File: config.mk
export PLATFORM = sky130hd
export DESIGN_NAME = ahb_apb_bridge_mc_flat
export DESIGN_NICKNAME = d
export VERILOG_FILES = /design/src/rtl/ahb_apb_bridge_mc_pkg.sv /design/src/rtl/ahb_apb_bridge_mc_if.sv /design/src/rtl/ahb_apb_bridge_mc_dec.sv /design/src/rtl/ahb_apb_bridge_mc.sv /design/src/flat_wrapper.sv
export SDC_FILE = /design/constraint.sdc
export NUM_CORES = 1
export LEC_CHECK = 0
export BUFFER_PORTS_ARGS = -buffer_cell sky130_fd_sc_hd__clkbuf_2
export CAP_MARGIN = 40
export CORE_AREA = 2 2 122 124
export CTS_CLUSTER_DIAMETER = 60
export CTS_CLUSTER_SIZE = 30
export DETAILED_ROUTE_END_ITERATION = 6
export DIE_AREA = 0 0 124 126
export PLACE_DENSITY = 0.68
export SLEW_MARGIN = 20
export SYNTH_ARGS = -nofsm -noshare
export SYNTH_HDL_FRONTEND = slang
export SYNTH_HIERARCHICAL = 1
export SYNTH_SLANG_ARGS = --single-unit
export TNS_END_PERCENT = 20
File: constraint.sdc
create_clock -name HCLK -period 2.59 [get_ports HCLK]
set_input_delay 0.518 -clock HCLK [delete_from_list [all_inputs] [get_ports HCLK]]
set_output_delay 0.518 -clock HCLK [all_outputs]
set_load 0.005 [all_outputs]
File: src/rtl/ahb_apb_bridge_mc_pkg.sv
// Shared AHB/APB types: transfer/response encodings and bridge FSM states.
package ahb_apb_pkg;
  typedef enum logic [1:0] {HT_IDLE = 2'b00, HT_BUSY = 2'b01, HT_NONSEQ = 2'b10, HT_SEQ = 2'b11} htrans_t;
  typedef enum logic [1:0] {HRESP_OKAY = 2'b00, HRESP_ERROR = 2'b01} hresp_t;
  typedef enum logic [2:0] {ST_IDLE, ST_WDATA, ST_SETUP, ST_ACCESS, ST_ERR1, ST_ERR2} bridge_state_t;

  // Slave index width; a single completer still needs a 1-bit index signal.
  function automatic int idx_width(input int n);
    return (n > 1) ? $clog2(n) : 1;
  endfunction
endpackage

File: src/rtl/ahb_apb_bridge_mc_if.sv
// AHB slave port plus APB completer bundle seen by the bridge.
interface ahb_apb_bridge_mc_if #(
  parameter int ADDR_WIDTH = 32,
  parameter int DATA_WIDTH = 32,
  parameter int NUM_SLAVES = 4
);
  logic                             HSEL;
  logic [ADDR_WIDTH-1:0]            HADDR;
  logic [1:0]                       HTRANS;
  logic                             HWRITE;
  logic                             HREADY_IN;
  logic [DATA_WIDTH-1:0]            HWDATA;
  logic [DATA_WIDTH-1:0]            HRDATA;
  logic [1:0]                       HRESP;
  logic                             HREADY_OUT;
  logic [NUM_SLAVES-1:0]            PSEL;
  logic                             PENABLE;
  logic                             PWRITE;
  logic [ADDR_WIDTH-1:0]            PADDR;
  logic [DATA_WIDTH-1:0]            PWDATA;
  logic [NUM_SLAVES*DATA_WIDTH-1:0] PRDATA;
  logic [NUM_SLAVES-1:0]            PREADY;
  logic [NUM_SLAVES-1:0]            PSLVERR;

  modport slave (
    input  HSEL, HADDR, HTRANS, HWRITE, HREADY_IN, HWDATA, PRDATA, PREADY, PSLVERR,
    output HRDATA, HRESP, HREADY_OUT, PSEL, PENABLE, PWRITE, PADDR, PWDATA
  );
  modport master (
    output HSEL, HADDR, HTRANS, HWRITE, HREADY_IN, HWDATA, PRDATA, PREADY, PSLVERR,
    input  HRDATA, HRESP, HREADY_OUT, PSEL, PENABLE, PWRITE, PADDR, PWDATA
  );
endinterface

File: src/rtl/ahb_apb_bridge_mc_dec.sv
// Extracts the APB completer index from an address and flags indices with no completer.
module apb_addr_decoder import ahb_apb_pkg::*; #(
  parameter int NUM_SLAVES    = 4,
  parameter int SLAVE_SEL_LSB = 12,
  parameter int ADDR_WIDTH    = 32,
  localparam int IDX_W        = idx_width(NUM_SLAVES)
) (
  input  logic [ADDR_WIDTH-1:0] addr,
  output logic [IDX_W-1:0]      index,
  output logic                  decode_err
);
  logic unused_addr;
  assign unused_addr = ^addr;

  generate
    if (NUM_SLAVES == 1) begin : g_one
      assign index      = '0;
      assign decode_err = 1'b0;
    end else begin : g_multi
      assign index      = addr[SLAVE_SEL_LSB +: IDX_W];
      assign decode_err = (32'(index) >= 32'(NUM_SLAVES));
    end
  endgenerate
endmodule

File: src/rtl/ahb_apb_bridge_mc.sv
// AHB-Lite slave to multi-completer APB bridge with wait states, error mapping and optional timeout.
module ahb_apb_bridge_mc import ahb_apb_pkg::*; #(
  parameter int ADDR_WIDTH     = 32,
  parameter int DATA_WIDTH     = 32,
  parameter int NUM_SLAVES     = 4,
  parameter int SLAVE_SEL_LSB  = 12,
  parameter int TIMEOUT_CYCLES = 0
) (
  input logic               HCLK,
  input logic               HRESET,
  ahb_apb_bridge_mc_if.slave bus
);
  localparam int IDX_W = idx_width(NUM_SLAVES);
  localparam int TW    = (TIMEOUT_CYCLES > 0) ? $clog2(TIMEOUT_CYCLES + 1) : 1;
  localparam logic [TW-1:0] TO_LAST = TW'((TIMEOUT_CYCLES > 0) ? TIMEOUT_CYCLES - 1 : 0);

  bridge_state_t state, state_nxt, start_state;
  logic [IDX_W-1:0] idx_dec, idx_q;
  logic             dec_err, err_q;
  logic [TW-1:0]    tcnt;
  logic [NUM_SLAVES-1:0][DATA_WIDTH-1:0] prdata_arr;
  logic             valid, cap, sel_ready, sel_err, done_ok, timeout;
  logic             unused_htrans;

  apb_addr_decoder #(
    .NUM_SLAVES(NUM_SLAVES), .SLAVE_SEL_LSB(SLAVE_SEL_LSB), .ADDR_WIDTH(ADDR_WIDTH)
  ) u_dec (
    .addr(bus.HADDR), .index(idx_dec), .decode_err(dec_err)
  );

  assign unused_htrans = bus.HTRANS[0];
  assign prdata_arr    = bus.PRDATA;
  assign valid         = bus.HSEL & bus.HTRANS[1] & bus.HREADY_IN;
  assign sel_ready     = bus.PREADY[idx_q];
  assign sel_err       = bus.PSLVERR[idx_q];
  assign done_ok       = (state == ST_ACCESS) && sel_ready && !sel_err;
  assign timeout       = (TIMEOUT_CYCLES != 0) && (state == ST_ACCESS) && !sel_ready && (tcnt == TO_LAST);
  // A new address phase is only taken on cycles that present HREADY_OUT high.
  assign cap           = bus.HREADY_OUT && valid;
  assign start_state   = !valid ? ST_IDLE : bus.HWRITE ? ST_WDATA : dec_err ? ST_ERR1 : ST_SETUP;

  always_comb begin
    state_nxt      = state;
    bus.HREADY_OUT = 1'b1;
    bus.HRESP      = HRESP_OKAY;
    bus.HRDATA     = '0;
    bus.PSEL       = '0;
    bus.PENABLE    = 1'b0;
    case (state)
      ST_IDLE:  state_nxt = start_state;
      ST_WDATA: begin
        bus.HREADY_OUT = 1'b0;
        state_nxt      = err_q ? ST_ERR1 : ST_SETUP;
      end
      ST_SETUP: begin
        bus.HREADY_OUT = 1'b0;
        bus.PSEL       = NUM_SLAVES'(1) << idx_q;
        state_nxt      = ST_ACCESS;
      end
      ST_ACCESS: begin
        bus.PSEL       = NUM_SLAVES'(1) << idx_q;
        bus.PENABLE    = 1'b1;
        bus.HREADY_OUT = done_ok;
        if (sel_ready) begin
          if (sel_err) state_nxt = ST_ERR1;
          else begin
            state_nxt = start_state;
            if (!bus.PWRITE) bus.HRDATA = prdata_arr[idx_q];
          end
        end else if (timeout) begin
          state_nxt = ST_ERR1;
        end
      end
      ST_ERR1: begin
        bus.HREADY_OUT = 1'b0;
        bus.HRESP      = HRESP_ERROR;
        state_nxt      = ST_ERR2;
      end
      ST_ERR2: begin
        bus.HRESP = HRESP_ERROR;
        state_nxt = start_state;
      end
      default: state_nxt = ST_IDLE;
    endcase
  end

  always_ff @(posedge HCLK) begin
    if (HRESET) begin
      state      <= ST_IDLE;
      idx_q      <= '0;
      err_q      <= 1'b0;
      tcnt       <= '0;
      bus.PADDR  <= '0;
      bus.PWRITE <= 1'b0;
      bus.PWDATA <= '0;
    end else begin
      state <= state_nxt;
      if (cap) begin
        bus.PADDR  <= bus.HADDR;
        bus.PWRITE <= bus.HWRITE;
        idx_q      <= idx_dec;
        err_q      <= dec_err;
      end
      if (state == ST_WDATA) bus.PWDATA <= bus.HWDATA;
      if (state == ST_SETUP) tcnt <= '0;
      else if ((state == ST_ACCESS) && !sel_ready && (tcnt != '1)) tcnt <= tcnt + 1'b1;
    end
  end
endmodule

File: src/flat_wrapper.sv
// flat-port wrapper written by rule: the top's interface ports become plain ports
module ahb_apb_bridge_mc_flat import ahb_apb_pkg::*;
#(
  parameter int ADDR_WIDTH     = 32,
  parameter int DATA_WIDTH     = 32,
  parameter int NUM_SLAVES     = 4,
  parameter int SLAVE_SEL_LSB  = 12,
  parameter int TIMEOUT_CYCLES = 0
)
  (HCLK, HRESET, bus_HSEL, bus_HADDR, bus_HTRANS, bus_HWRITE, bus_HREADY_IN, bus_HWDATA, bus_PRDATA, bus_PREADY, bus_PSLVERR, bus_HRDATA, bus_HRESP, bus_HREADY_OUT, bus_PSEL, bus_PENABLE, bus_PWRITE, bus_PADDR, bus_PWDATA);
  ahb_apb_bridge_mc_if #(.ADDR_WIDTH(ADDR_WIDTH), .DATA_WIDTH(DATA_WIDTH), .NUM_SLAVES(NUM_SLAVES)) bus_i ();
  input logic HCLK;
  input logic HRESET;
  input wire logic [$bits(bus_i.HSEL)-1:0] bus_HSEL;
  input wire logic [$bits(bus_i.HADDR)-1:0] bus_HADDR;
  input wire logic [$bits(bus_i.HTRANS)-1:0] bus_HTRANS;
  input wire logic [$bits(bus_i.HWRITE)-1:0] bus_HWRITE;
  input wire logic [$bits(bus_i.HREADY_IN)-1:0] bus_HREADY_IN;
  input wire logic [$bits(bus_i.HWDATA)-1:0] bus_HWDATA;
  input wire logic [$bits(bus_i.PRDATA)-1:0] bus_PRDATA;
  input wire logic [$bits(bus_i.PREADY)-1:0] bus_PREADY;
  input wire logic [$bits(bus_i.PSLVERR)-1:0] bus_PSLVERR;
  output wire logic [$bits(bus_i.HRDATA)-1:0] bus_HRDATA;
  output wire logic [$bits(bus_i.HRESP)-1:0] bus_HRESP;
  output wire logic [$bits(bus_i.HREADY_OUT)-1:0] bus_HREADY_OUT;
  output wire logic [$bits(bus_i.PSEL)-1:0] bus_PSEL;
  output wire logic [$bits(bus_i.PENABLE)-1:0] bus_PENABLE;
  output wire logic [$bits(bus_i.PWRITE)-1:0] bus_PWRITE;
  output wire logic [$bits(bus_i.PADDR)-1:0] bus_PADDR;
  output wire logic [$bits(bus_i.PWDATA)-1:0] bus_PWDATA;
  assign bus_i.HSEL = bus_HSEL;
  assign bus_i.HADDR = bus_HADDR;
  assign bus_i.HTRANS = bus_HTRANS;
  assign bus_i.HWRITE = bus_HWRITE;
  assign bus_i.HREADY_IN = bus_HREADY_IN;
  assign bus_i.HWDATA = bus_HWDATA;
  assign bus_i.PRDATA = bus_PRDATA;
  assign bus_i.PREADY = bus_PREADY;
  assign bus_i.PSLVERR = bus_PSLVERR;
  assign bus_HRDATA = bus_i.HRDATA;
  assign bus_HRESP = bus_i.HRESP;
  assign bus_HREADY_OUT = bus_i.HREADY_OUT;
  assign bus_PSEL = bus_i.PSEL;
  assign bus_PENABLE = bus_i.PENABLE;
  assign bus_PWRITE = bus_i.PWRITE;
  assign bus_PADDR = bus_i.PADDR;
  assign bus_PWDATA = bus_i.PWDATA;
  ahb_apb_bridge_mc #(.ADDR_WIDTH(ADDR_WIDTH), .DATA_WIDTH(DATA_WIDTH), .NUM_SLAVES(NUM_SLAVES), .SLAVE_SEL_LSB(SLAVE_SEL_LSB), .TIMEOUT_CYCLES(TIMEOUT_CYCLES)) u_core (.HCLK(HCLK), .HRESET(HRESET), .bus(bus_i));
endmodule
# == Word-level counts from Yosys, hierarchy flattened ==
# Cells that the tools add are included.
# classes
n_mul,0
n_lt_le_gt_ge,1
n_reduce_logical,9
bitwise,2
muxes,19
n_eq_ne,6
div_mod_pow,0
addsub,0
shift,1
# ops
cell,n
$mux 32,5
$bmux 32 s2,1
$pmux 3 s5,1
$mux 3,3
$eq 3x2->1 const B,2
$eq 3x3->1 const B,2
$reduce_or 2->1,3
$bmux 1 s2,2
$mux 1,4
$mux 4,1
$shl 1x2->4 const A,1
$eq 3x1->1 const B,1
$logic_and 1x1->1,3
$logic_not 3->1,1
$lt 2x3->1 const B,1
$reduce_or 3->1,1
$and 1x1->1,2
$mux 2,1
$ne 2x1->1 const B,1
$pmux 1 s2,1
$logic_not 1->1,1
# totals
n_memories,0
latchBits,0
ff_bits,70
rom_bits,0
ram_bits,0

# == Longest topological paths before layout ==
# Gate-level depths: netlist of the first run.
# logic_depth
depth_word,6
mapped_depth,7
depth_no_buf,5

# == By module ==
# The synthesis of the first run kept the hierarchy.
# by_module_without_submodules
module,instances,seq_area_each_um2,area_per_inst_um2,cells_per_inst
ahb_apb_bridge_mc,1,1421.4,3893.7,426
apb_addr_decoder,1,0.0,26.3,4

# == Worst setup path before layout of the first run ==
# OpenSTA, ideal clock, no wires.
# synth_timing
path_kind,input-to-output
from,input bus_PSLVERR[3]
to,output bus_HRDATA[10]
stages,4
arrival_time_ps,1880
slack_ps,192
cell_sequence,mux4_2 or4_4 clkbuf_1 nor2b_1
# synth_via
elab_chain_len,5
# synth_lines
item,line_no,text
"start, declared",flat_wrapper.sv:22,input wire logic [$bits(bus_i.PSLVERR)-1:0] bus_PSLVERR;
$bmux 1 s2,ahb_apb_bridge_mc.sv:35,assign sel_err = bus.PSLVERR[idx_q];
$mux 1 (implied by the code),ahb_apb_bridge_mc.sv:35,
$mux 32,ahb_apb_bridge_mc.sv:65,if (sel_err) state_nxt = ST_ERR1;
$mux 32,ahb_apb_bridge_mc.sv:64,if (sel_ready) begin
$mux 32,ahb_apb_bridge_mc.sv:49,case (state)
"end, declared",flat_wrapper.sv:23,output wire logic [$bits(bus_i.HRDATA)-1:0] bus_HRDATA;
# No other way between the ends. The select of a mux whose other input is x is not followed.

# == Final worst setup path of the first run ==
# layout_timing
from,register u_core.idx_q[0]
to,output bus_HRDATA[5]
# layout_via
elab_chain_len,6
# layout_lines
item,line_no,text
"start, declared",ahb_apb_bridge_mc.sv:18,"logic [IDX_W-1:0] idx_dec, idx_q;"
"start signal, assigned",ahb_apb_bridge_mc.sv:101,idx_q <= idx_dec;
$bmux 32 s2,ahb_apb_bridge_mc.sv:68,if (!bus.PWRITE) bus.HRDATA = prdata_arr[idx_q];
$mux 32 (implied by the code),ahb_apb_bridge_mc.sv:68,
$mux 32,ahb_apb_bridge_mc.sv:68,
$mux 32,ahb_apb_bridge_mc.sv:65,
$mux 32 (*),ahb_apb_bridge_mc.sv:64,
$mux 32 (*),ahb_apb_bridge_mc.sv:49,
# Every way passes the cells marked *; elsewhere a longest branch is shown, timed or not. The select of a mux whose other input is x is not followed.

==> results of run 1 <==
## cells by family (layout without fill, tap and decap cells)
| group | count (synthesis) | count (layout) | share of synthesized area [%] |
|---|---|---|---|
| compound gates | 111 | 111 | 15.07 |
| simple gates | 160 | 163 | 23.08 |
| xor+xnor | 2 | 2 | 0.4469 |
| other cells | 2 | 4 | 0.1916 |
| mux | 35 | 35 | 19.47 |
| buf+inv | 49 | 344 | 5.490 |
| flops | 71 | 71 | 36.26 |
## area by class of cell
class	count	area [um^2]	area share, %
antenna	2	5.005	0.08326
clock buffer	9	225.2	3.747
clock inverter	7	96.34	1.603
inverter	2	7.507	0.1249
multi-input combinational	313	2332	38.80
sequential	71	1424	23.69
tap	184	230.2	3.830
timing repair buffer	326	1690	28.12
## cell usage in the layout, fill, tap and decap left out, types with 2 or more instances in the layout
cell | Yosys | routed
or3b_2 | 3 | 3
a21oi_1 | 68 | 68
buf_4 | 4 | 15
o21ai_0 | 36 | 36
nor2_1 | 11 | 10
or4_4 | 1 | 4
or3b_1 | 33 | 33
dfxtp_1 | 71 | 69
dfxtp_2 | 0 | 2
diode_2 | 0 | 2
a221oi_1 | 2 | 2
nand2_1 | 66 | 66
conb_1 | 2 | 2
xor2_1 | 2 | 2
bufinv_16 | 0 | 2
clkbuf_2 | 4 | 298
nor2b_1 | 34 | 33
buf_2 | 3 | 11
clkinv_2 | 0 | 2
nand2b_1 | 3 | 3
mux4_2 | 33 | 33
clkbuf_16 | 0 | 9
nor3b_1 | 2 | 2
clkinv_4 | 0 | 2
## path summary, 6_finish.rpt
check | start | to | slack (ns)
max | u_core/idx_q[0] | bus_HRDATA[5] | -0.06
min | bus_HWDATA[3] | u_core/bus.PWDATA[3] | 0.40
max reg2reg | u_core/idx_q[0] | u_core/bus.PADDR[1] | 0.32
min reg2reg | u_core/bus.PWDATA[14] | u_core/bus.PWDATA[14] | 0.45
## layer usage
layer  global-route usage, %  up-vias  share of wire (%)
met2                   34.10      192                 53
met4                   7.336        0                2.5
met3                   4.982       29                9.3
met1                   18.55     1977                 36
met5                       0        -                  0
li1                        -     2128                  -
## state kept, by name, indices dropped and copies added, names as in the netlist
| signal | cells |
|---|---|
| u_core/idx_q | 2 |
| u_core/err_q | 1 |
| u_core/state | 3 |
| u_core/bus.PWRITE | 1 |
| u_core/bus.PWDATA | 32 |
| u_core/bus.PADDR | 32 |
## synthesized netlist by cell type (all sizes together) (2+ instances only)
master / count / area [um^2]
a221oi: 2 / 17.52
xor2: 2 / 17.52
mux4: 33 / 743.2
dfxtp: 71 / 1421
nor2: 11 / 41.29
nand2b: 3 / 18.77
inv: 2 / 7.500
buf: 10 / 63.81
o21ai: 36 / 180.2
mux2i: 2 / 20.02
or3b: 36 / 315.3
clkbuf: 37 / 143.9
nand2: 66 / 247.7
nor2b: 34 / 212.7
nor3b: 2 / 15.01
conb: 2 / 7.510
a21oi: 68 / 340.3
## where the power goes
group | internal, uW | switching (uW) | total, uW
Sequential | 1220 | 79.1 | 1300
Clock | 846 | 483 | 1330
Combinational | 545 | 696 | 1240
Total | 2610 | 1260 | 3870
## tightest hold or removal path, delay by kind of cell
kind / cells / cell delay [ns]
AO/OA/AOI/OAI: 1 / 0.05
buffers and inverters: 1 / 0.08
AND/OR/NAND/NOR: 1 / 0.04
## repair_timing
| action | in CTS | in global routing |
|---|---|---|
| hold endpoints to repair | 0 | 0 |
| hold buffers | 0 | 0 |
| pin swaps | 3 | 2 |
| gates resized for setup | 4 | 14 |
| endpoints found under the setup margin | 32 | 32 |
| gates cloned | 3 | 0 |
## per-stage QoR
step	utilization [%]	power [uW]	instances
after CTS	41.89	3937	912
after floorplan	-	2049	430
after detailed placement	39.40	2568	893
after global routing	41.99	4111	914
after global placement	39.40	2549	893
final	41.99	3871	914
==> flow_metrics.tcl, run 1 <==
set metrics [dict create \
    status "complete, but fails checks" \
    violations "negative setup slack" \
    max_freq_mhz 377.0 \
    cp.arrival_ns 2.13 \
    tns_ns -0.6834 \
    cp_cell_sequence "buf_6 -> mux2i_2 -> o22a_2 -> or4_4 -> nor2b_1 -> clkbuf_2" \
    drtIter0Drc 196 \
    grt_pass1_wl_mm 21.43 \
    io_buffers 309 \
    grt_max_degree 43 \
    htree_levels 3 \
    maxSlewViolCount 0 \
    syn_to_final_growth_pct 53.34 \
    ys_seq_elements 71 \
    ant_nets 0 \
    fillerInstances 1472 \
    cp.required_ns 2.07 \
    rsz0062_at_grt "yes" \
    gp_congestion 0.8779 \
    critPathSlowestCell "or4_4" \
    hold_depth 3 \
    synth_cells 430 \
    max-vdd-ir-drop_v 0.0002901 \
    maxCapViolCount 0 \
    ys_types 36 \
    final_hold_viol_count 0 \
    root_buffer "clkbuf_16" \
    syn-num-nets 637 \
    fin_nets 930 \
    totalWireLength_mm 14.97 \
    cts_tree "done" \
    crit_buf_inv 2 \
    powerDensity_mw_per_mm2 644.0 \
    start_util_pct 27.39 \
    setup_slack_ns -0.06262 \
    track_usage_pct 18.13 \
    via_per_inst 4.733 \
    die-area_mm2 0.01562 \
    dp_hpwl_mm 11.83 \
    syn_area_mm2 0.003920 \
    avgSynthCellArea_um2 9.116 \
    first_global_vias 4125 \
    drc 0 \
    die_h_um 126 \
    clk_latency_ns 0.33 \
    place_ws_ns -0.03102 \
    antenna_found_initial 2 \
    clock_skew_ns 0.006249 \
    die_width_um 124 \
    max_stage_delay_ns 0.58 \
    worstSetupPathType "reg2out" \
    crit_path_end_kind "output port" \
    critical_path.top_delay_family "simple AND/OR/NAND/NOR gates" \
    drive_gt1_share_pct 53.85 \
    finish.instance_area_mm2 0.006011 \
    wire_per_inst_um 16.38 \
    synth-edff-count 0 \
    firstDrtPassIters 4 \
    clkSlewWorstSetupHoldPaths_ns 0.06 \
    leakage_uw 0.002716 \
    place_area_mm2 0.005639 \
    path_depth 6 \
    ys.flop_type "dfxtp_1" \
    io_pins 312 \
    cts.sinks 71 \
    async_reset_ff_share_pct 0 \
    dr_total_vias 4326 \
    path_max_fanout 8 \
    grt_overflow 0 \
    post_cts_buffers 0 \
    reg2reg_depth 7 \
    ys_seq_area_share_pct 36.26 \
    rows 44 \
    hp-class "in2reg" \
    cp-start-kind "flip-flop" \
    setup_viol 24 \
    holdWs_ns 0.4014 \
    clockBufferDepth 2 \
    fin_crit_ns 2.653 \
    core_area_mm2 0.01431 \
    ys_warn_count 6 \
    fin_crit_sh_pct 102.4 \
    cts_buffers 9 \
]
No activity file was read; power rests on OpenSTA's default activity.
==> run 2, diff against run 1 <==
CELL_PAD_IN_SITES_DETAIL_PLACEMENT = 1   (was default)
CELL_PAD_IN_SITES_GLOBAL_PLACEMENT = 1   (was default)
CORE_AREA = default   (was 2 2 122 124)
CORE_UTILIZATION = 27   (was default)
DIE_AREA = default   (was 0 0 124 126)
PLACE_DENSITY = 0.89   (was 0.68)
==> run 2 against run 1 <==
The flow still finishes with violations (negative setup slack). Sequential share of layout area about the same. Register-to-register slack worse by 0.07 ns. Combinational power about the same. Critical endpoint unchanged. Count of clock-buffer cells in the layout up 2. Highest routed layer unchanged. Fmax up 0.46%. Core utilization up 0.90 points. Final cell count down 0.44%. Clock skew up 0.00092 ns.
==> flow_metrics.tcl, run 2 (synthesized netlist as in run 1, its figures left out) <==
set metrics [dict create \
    reg2reg_to "u_core/idx_q[0]" \
    clockBufferDepth 2 \
    rows 43 \
    cp-start-kind "flip-flop" \
    placed_cells 885 \
    worst_slew_pin_slew_ns 0.5528 \
    leakage_uw 0.002722 \
    cts.sinks 71 \
    setup_viol 32 \
    grt_overflow 0 \
    clkSlewWorstSetupHoldPaths_ns 0.06 \
    clk_latency_ns 0.33 \
    io_pins 312 \
    drtIter0Drc 119 \
    violations "negative setup slack" \
    cp.required_ns 2.07 \
    crit_end "bus_HRDATA[5]" \
    status "complete, but fails checks" \
    finish.instance_area_mm2 0.006023 \
    clock_skew_ns 0.007170 \
    p_int_uw 2711 \
    critical_path.startpoint "u_core/idx_q[0]" \
    syn_to_final_growth_pct 53.65 \
    power.share.clock_pct 35.4 \
    path_max_fanout 8 \
    core_area_mm2 0.01404 \
    fin_nets 927 \
    rsz0062_at_grt "yes" \
    dp_hpwl_mm 12.39 \
    max-vdd-ir-drop_v 0.0004851 \
    fin_crit_ns 2.640 \
    holdWs_ns 0.4036 \
    maxCapViolCount 0 \
    drive_gt1_share_pct 53.66 \
    final_cells 910 \
    firstDrtPassIters 4 \
    first_global_vias 4383 \
    reg2reg_depth 8 \
    place_ws_ns -0.02243 \
    cts_buffers 9 \
    grt_max_degree 74 \
    layout_common_cells "279 x clkbuf_2, 68 x a21oi_1, 68 x dfxtp_1, 66 x nand2_1, 36 x o21ai_0" \
    power.switching_uw 1260 \
    antenna_found_initial 5 \
    place_area_mm2 0.005617 \
    powerDensity_mw_per_mm2 659.3 \
    start_util_pct 27.92 \
    wire_per_inst_um 17.84 \
    die-area_mm2 0.01500 \
    fin_crit_sh_pct 101.9 \
    reg.largest.list "u_core/bus.PADDR x32, u_core/bus.PWDATA x32, u_core/state x3" \
    grt_pass1_wl_mm 23.49 \
    final_common_cell "clkbuf_2" \
    tns_ns -0.6641 \
    crit_path_end_kind "output port" \
    maxSlewHeadroom_pct 63.10 \
    final_hold_viol_count 0 \
    gp_congestion 0.8686 \
    maxSlewViolCount 0 \
    setup_slack_ns -0.05048 \
    io_buffers 309 \
    via_per_inst 4.877 \
    p_sw_share_pct 31.74 \
    p_comb_share_pct 31.7 \
    cp.arrival_ns 2.12 \
    max_freq_mhz 378.7 \
    drc 0 \
    htree_levels 3 \
    die_width_um 122.5 \
    regToRegSetupSlack_ns 0.25 \
    track_usage_pct 20.86 \
    dr_total_vias 4438 \
    p_seq_share_pct 32.9 \
    ant_nets 0 \
    r2r_start "u_core/idx_q[0]" \
    cts_tree "done" \
    totalWireLength_mm 16.24 \
    root_buffer "clkbuf_16" \
    hp-class "in2reg" \
    worstSetupPathType "reg2out" \
    die_h_um 122.5 \
]
[run 2: cell types whose count changed in the layout (fill, tap and decap cells not counted), sizes merged]
cell | before | now
clkinvlp | 0 | 1
buf | 28 | 44
diode | 2 | 5
bufinv | 2 | 3
inv | 3 | 2
clkbuf | 307 | 290
clkinv | 4 | 1
[run 2: what timing repair did]
item | in CTS | in global routing
hold buffers | 0 | 0
resized for setup | 4 | 35
pin swaps | 2 | 2
buffers inserted | 1 | 0
setup endpoints to repair | 32 | 33
gates cloned | 3 | 0
[run 2: metal layers]
layer	routed length [um]	global-route usage, %	part of all wire [%]	vias to the layer above
met1	5727	20.80	35	2069
met5	0	0	0	-
li1	-	-	-	2127
met4	645	13.41	4.0	0
met2	8555	37.39	53	205
met3	1307	6.413	8.1	37
[run 2: through the flow]
step / power, uW / util, %
2_1_floorplan: 2049 / -
3_3_place_gp: 2543 / 40.00
3_5_place_dp: 2577 / 40.00
4_1_cts: 4025 / 42.72
5_1_grt: 4209 / 42.89
6_report: 3971 / 42.89
[run 2: worst min path at each step]
stage / start / end / slack, ns / cells after the start
6_report: bus_HWDATA[27] / u_core/bus.PWDATA[27] / 0.40 / 3
5_1_grt: bus_HWDATA[0] / u_core/bus.PWDATA[0] / 0.40 / 3
4_1_cts: bus_HWDATA[15] / u_core/bus.PWDATA[15] / 0.39 / 3
3_5_place_dp: u_core/bus.PWDATA[28] / u_core/bus.PWDATA[28] / 0.45 / 2
3_3_place_gp: u_core/bus.PWDATA[6] / u_core/bus.PWDATA[6] / 0.44 / 2
2_1_floorplan: u_core/bus.PWDATA[0] / u_core/bus.PWDATA[0] / 0.45 / 2
[run 2: critical path, stage by stage (launching register included)]
cell and delay (ns):
dfxtp_4 0.37, mux4_2 0.60, or4_4 0.53, nor2b_1 0.16, buf_2 0.13
[run 2: power groups by stage]
stage / sequential, uW / combinational [uW] / clock, uW
after global routing: 1320 / 1380 / 1500
after detailed placement: 1330 / 1250 / 0
after floorplan: 1320 / 725 / 0
after CTS: 1310 / 1270 / 1450
final: 1310 / 1260 / 1410
after global placement: 1320 / 1220 / 0
[run 2: layout make-up]
| cell class | instances | area (um^2) |
|---|---|---|
| antenna | 5 | 12.51 |
| inverter | 2 | 7.507 |
| timing repair buffer | 323 | 1677 |
| fill | 1748 | 8019 |
| clock buffer | 11 | 232.7 |
| sequential | 71 | 1428 |
| tap | 180 | 225.2 |
| multi-input combinational | 313 | 2335 |
| clock inverter | 5 | 106.4 |
==> run 3, diff against run 2 <==
ABC_AREA = 1   (was default)
CAP_MARGIN = default   (was 40)
CORE_UTILIZATION = 25   (was 27)
==> run 3 against run 2 <==
The flow now finishes without violations. Hold slack lost 0.011 ns. Setup slack gained 0.17 ns. Wire length grew 7.1%. Die area grew 9.1%. Sequential share of layout area shrank 0.78 points. Combinational power shrank 33%. Power shrank 16%. Core utilization shrank 2.2 points. Global-route usage shrank 0.88 points. Clock power shrank 11%. Largest cell class unchanged. Highest routed layer unchanged.
==> flow_metrics.tcl, run 3 <==
set metrics [dict create \
    track_usage_pct 19.98 \
    totalWireLength_mm 17.38 \
    antenna_found_initial 1 \
    grt_pass1_wl_mm 25.76 \
    clk_latency_ns 0.33 \
    grt_max_degree 48 \
    maxCapViolCount 0 \
    io_pins 312 \
    via_per_inst 4.709 \
    drc 0 \
    synth_most_common_cell "nor2_1" \
    drive_gt1_share_pct 40.68 \
    rows 45 \
    clock_skew_ns 0.007780 \
    io_buffers 309 \
    root_buffer "clkbuf_16" \
    layout_common_cells "308 x clkbuf_2, 137 x nor2_1, 114 x nand2_1, 76 x nand3_1, 69 x dfxtp_1" \
    cts.sinks 71 \
    hp-class "in2reg" \
    clkSlewWorstSetupHoldPaths_ns 0.06 \
    cp_cell_sequence "clkinvlp_4 -> buf_4 -> nor2_2 -> a221oi_1 -> nor2_1 -> clkbuf_2" \
    async_reset_ff_share_pct 0 \
    cp-start-kind "flip-flop" \
    synthTopCellsByCount "143 x nor2_1, 114 x nand2_1, 78 x nand3_1" \
    synth_top_area_share_pct 35.84 \
    maxSlewViolCount 0 \
    syn_to_final_growth_pct 57.16 \
    reg.largest.list "u_core/bus.PADDR x32, u_core/bus.PWDATA x32, u_core/state x3" \
    worst_slew_pin_slew_ns 0.6626 \
    syn-num-nets 839 \
    fin_crit_ns 2.472 \
    max_stage_delay_ns 0.53 \
    fin_nets 1141 \
    critical_path.top_delay_family "simple AND/OR/NAND/NOR gates" \
    path_max_fanout 12 \
    avgSynthCellArea_um2 6.276 \
    final_hold_viol_count 0 \
    ant_nets 0 \
    wire_per_inst_um 15.10 \
    cp.arrival_ns 1.95 \
    ys_warn_count 6 \
    firstDrtPassIters 4 \
    die_h_um 128.0 \
    synth_cells 632 \
    drtIter0Drc 193 \
    cts_buffers 9 \
    first_global_vias 5195 \
    hold_buffers 0 \
    crit_path_end_kind "output port" \
    ys.flop_type "dfxtp_1" \
    status "complete, no violations" \
    synth_top_cell_by_area "dfxtp_1" \
    final_common_cell "clkbuf_2" \
    cp.required_ns 2.07 \
    worstSetupPathType "reg2out" \
    crit_buf_inv 3 \
    dr_total_vias 5420 \
    rsz0062_at_grt "no" \
    dp_hpwl_mm 13.21 \
    ys_seq_elements 71 \
    syn_area_mm2 0.003966 \
    ys_types 22 \
    maxSlewHeadroom_pct 55.78 \
    leakage_uw 0.003471 \
    ys_seq_area_share_pct 35.84 \
    grt_overflow 0 \
    max_freq_mhz 404.5 \
    tns_ns 0 \
    die-area_mm2 0.01637 \
    cts_tree "done" \
    powerDensity_mw_per_mm2 534.1 \
    place_area_mm2 0.005683 \
    holdWs_ns 0.3925 \
    start_util_pct 25.90 \
    clockBufferDepth 2 \
    core_area_mm2 0.01531 \
    synth-edff-count 0 \
    critPathSlowestCell "nor2_2" \
    max-vdd-ir-drop_v 0.0002984 \
    finish.instance_area_mm2 0.006233 \
    setup_viol 0 \
    fin_crit_sh_pct 95.44 \
    gp_congestion 0.8470 \
    die_width_um 128.0 \
    synth_area_leaders "dfxtp_1 36%, nor2_1 14%, nand2_1 11%" \
    htree_levels 3 \
]
==> run 3: logic make-up (layout without fill, tap and decap cells) <==
kind of cell	Yosys count	in the layout	share of synthesized area (%)
AND/OR/NAND/NOR	350	351	36.31
flip-flops	71	71	35.84
AO/OA/AOI/OAI	106	106	16.40
other	2	3	0.1893
buffers and inverters	103	409	11.26
==> run 3: per-stage QoR <==
step | setup WS [ns] | utilization [%] | instances | total power [uW]
finish | 0.1180 | 40.70 | 1151 | 3330
global route | 0.01038 | 40.70 | 1151 | 3516
CTS | 0.04497 | 39.44 | 1134 | 3347
detailed placement | 0.1576 | 37.11 | 1116 | 2061
global placement | 0.1492 | 37.11 | 1116 | 2042
floorplan | 0.6020 | - | 632 | 1677
==> run 3: layout make-up <==
type                            count  area (um^2)
Fill cell                        2085         9081
Multi-Input combinational cell    459         2152
Timing Repair Buffer              343         1886
Sequential cell                    71         1429
Tap cell                          211        264.0
Clock buffer                        9        225.2
Inverter                           50        195.2
Clock inverter                      7        80.08
Antenna cell                        1        2.502
==> run 3: power breakdown <==
part | switching, uW | internal, uW | total [uW]
sequential | 49.9 | 1180 | 1230
clock | 498 | 755 | 1250
combinational | 475 | 369 | 844
==> run 3: per-layer routing <==
layer	GRT usage [%]	routed length, um	vias to the layer above
met5	0	0	-
met4	5.952	321	0
met3	6.135	1386	23
met2	38.11	9022	199
met1	20.81	6654	2524
li1	-	-	2674
==> run 3: timing repair <==
action                     CTS  global route
gates resized for setup      9            13
pin swaps                    1             4
setup buffers                2            14
setup endpoints to repair   32            32
cloned                       0             2
==> run 3: worst paths after layout <==
| check | slack [ns] | startpoint | depth (start not counted) | to |
|---|---|---|---|---|
| worst max-delay path | 0.12 | u_core/idx_q[1] | 6 | bus_HRDATA[22] |
| worst min-delay path | 0.39 | HRESET | 2 | u_core/state[2] |
| worst max register to register | 0.67 | u_core/state[2] | 10 | u_core/bus.PADDR[17] |
| worst min register to register | 0.48 | u_core/bus.PADDR[21] | 2 | u_core/bus.PADDR[21] |
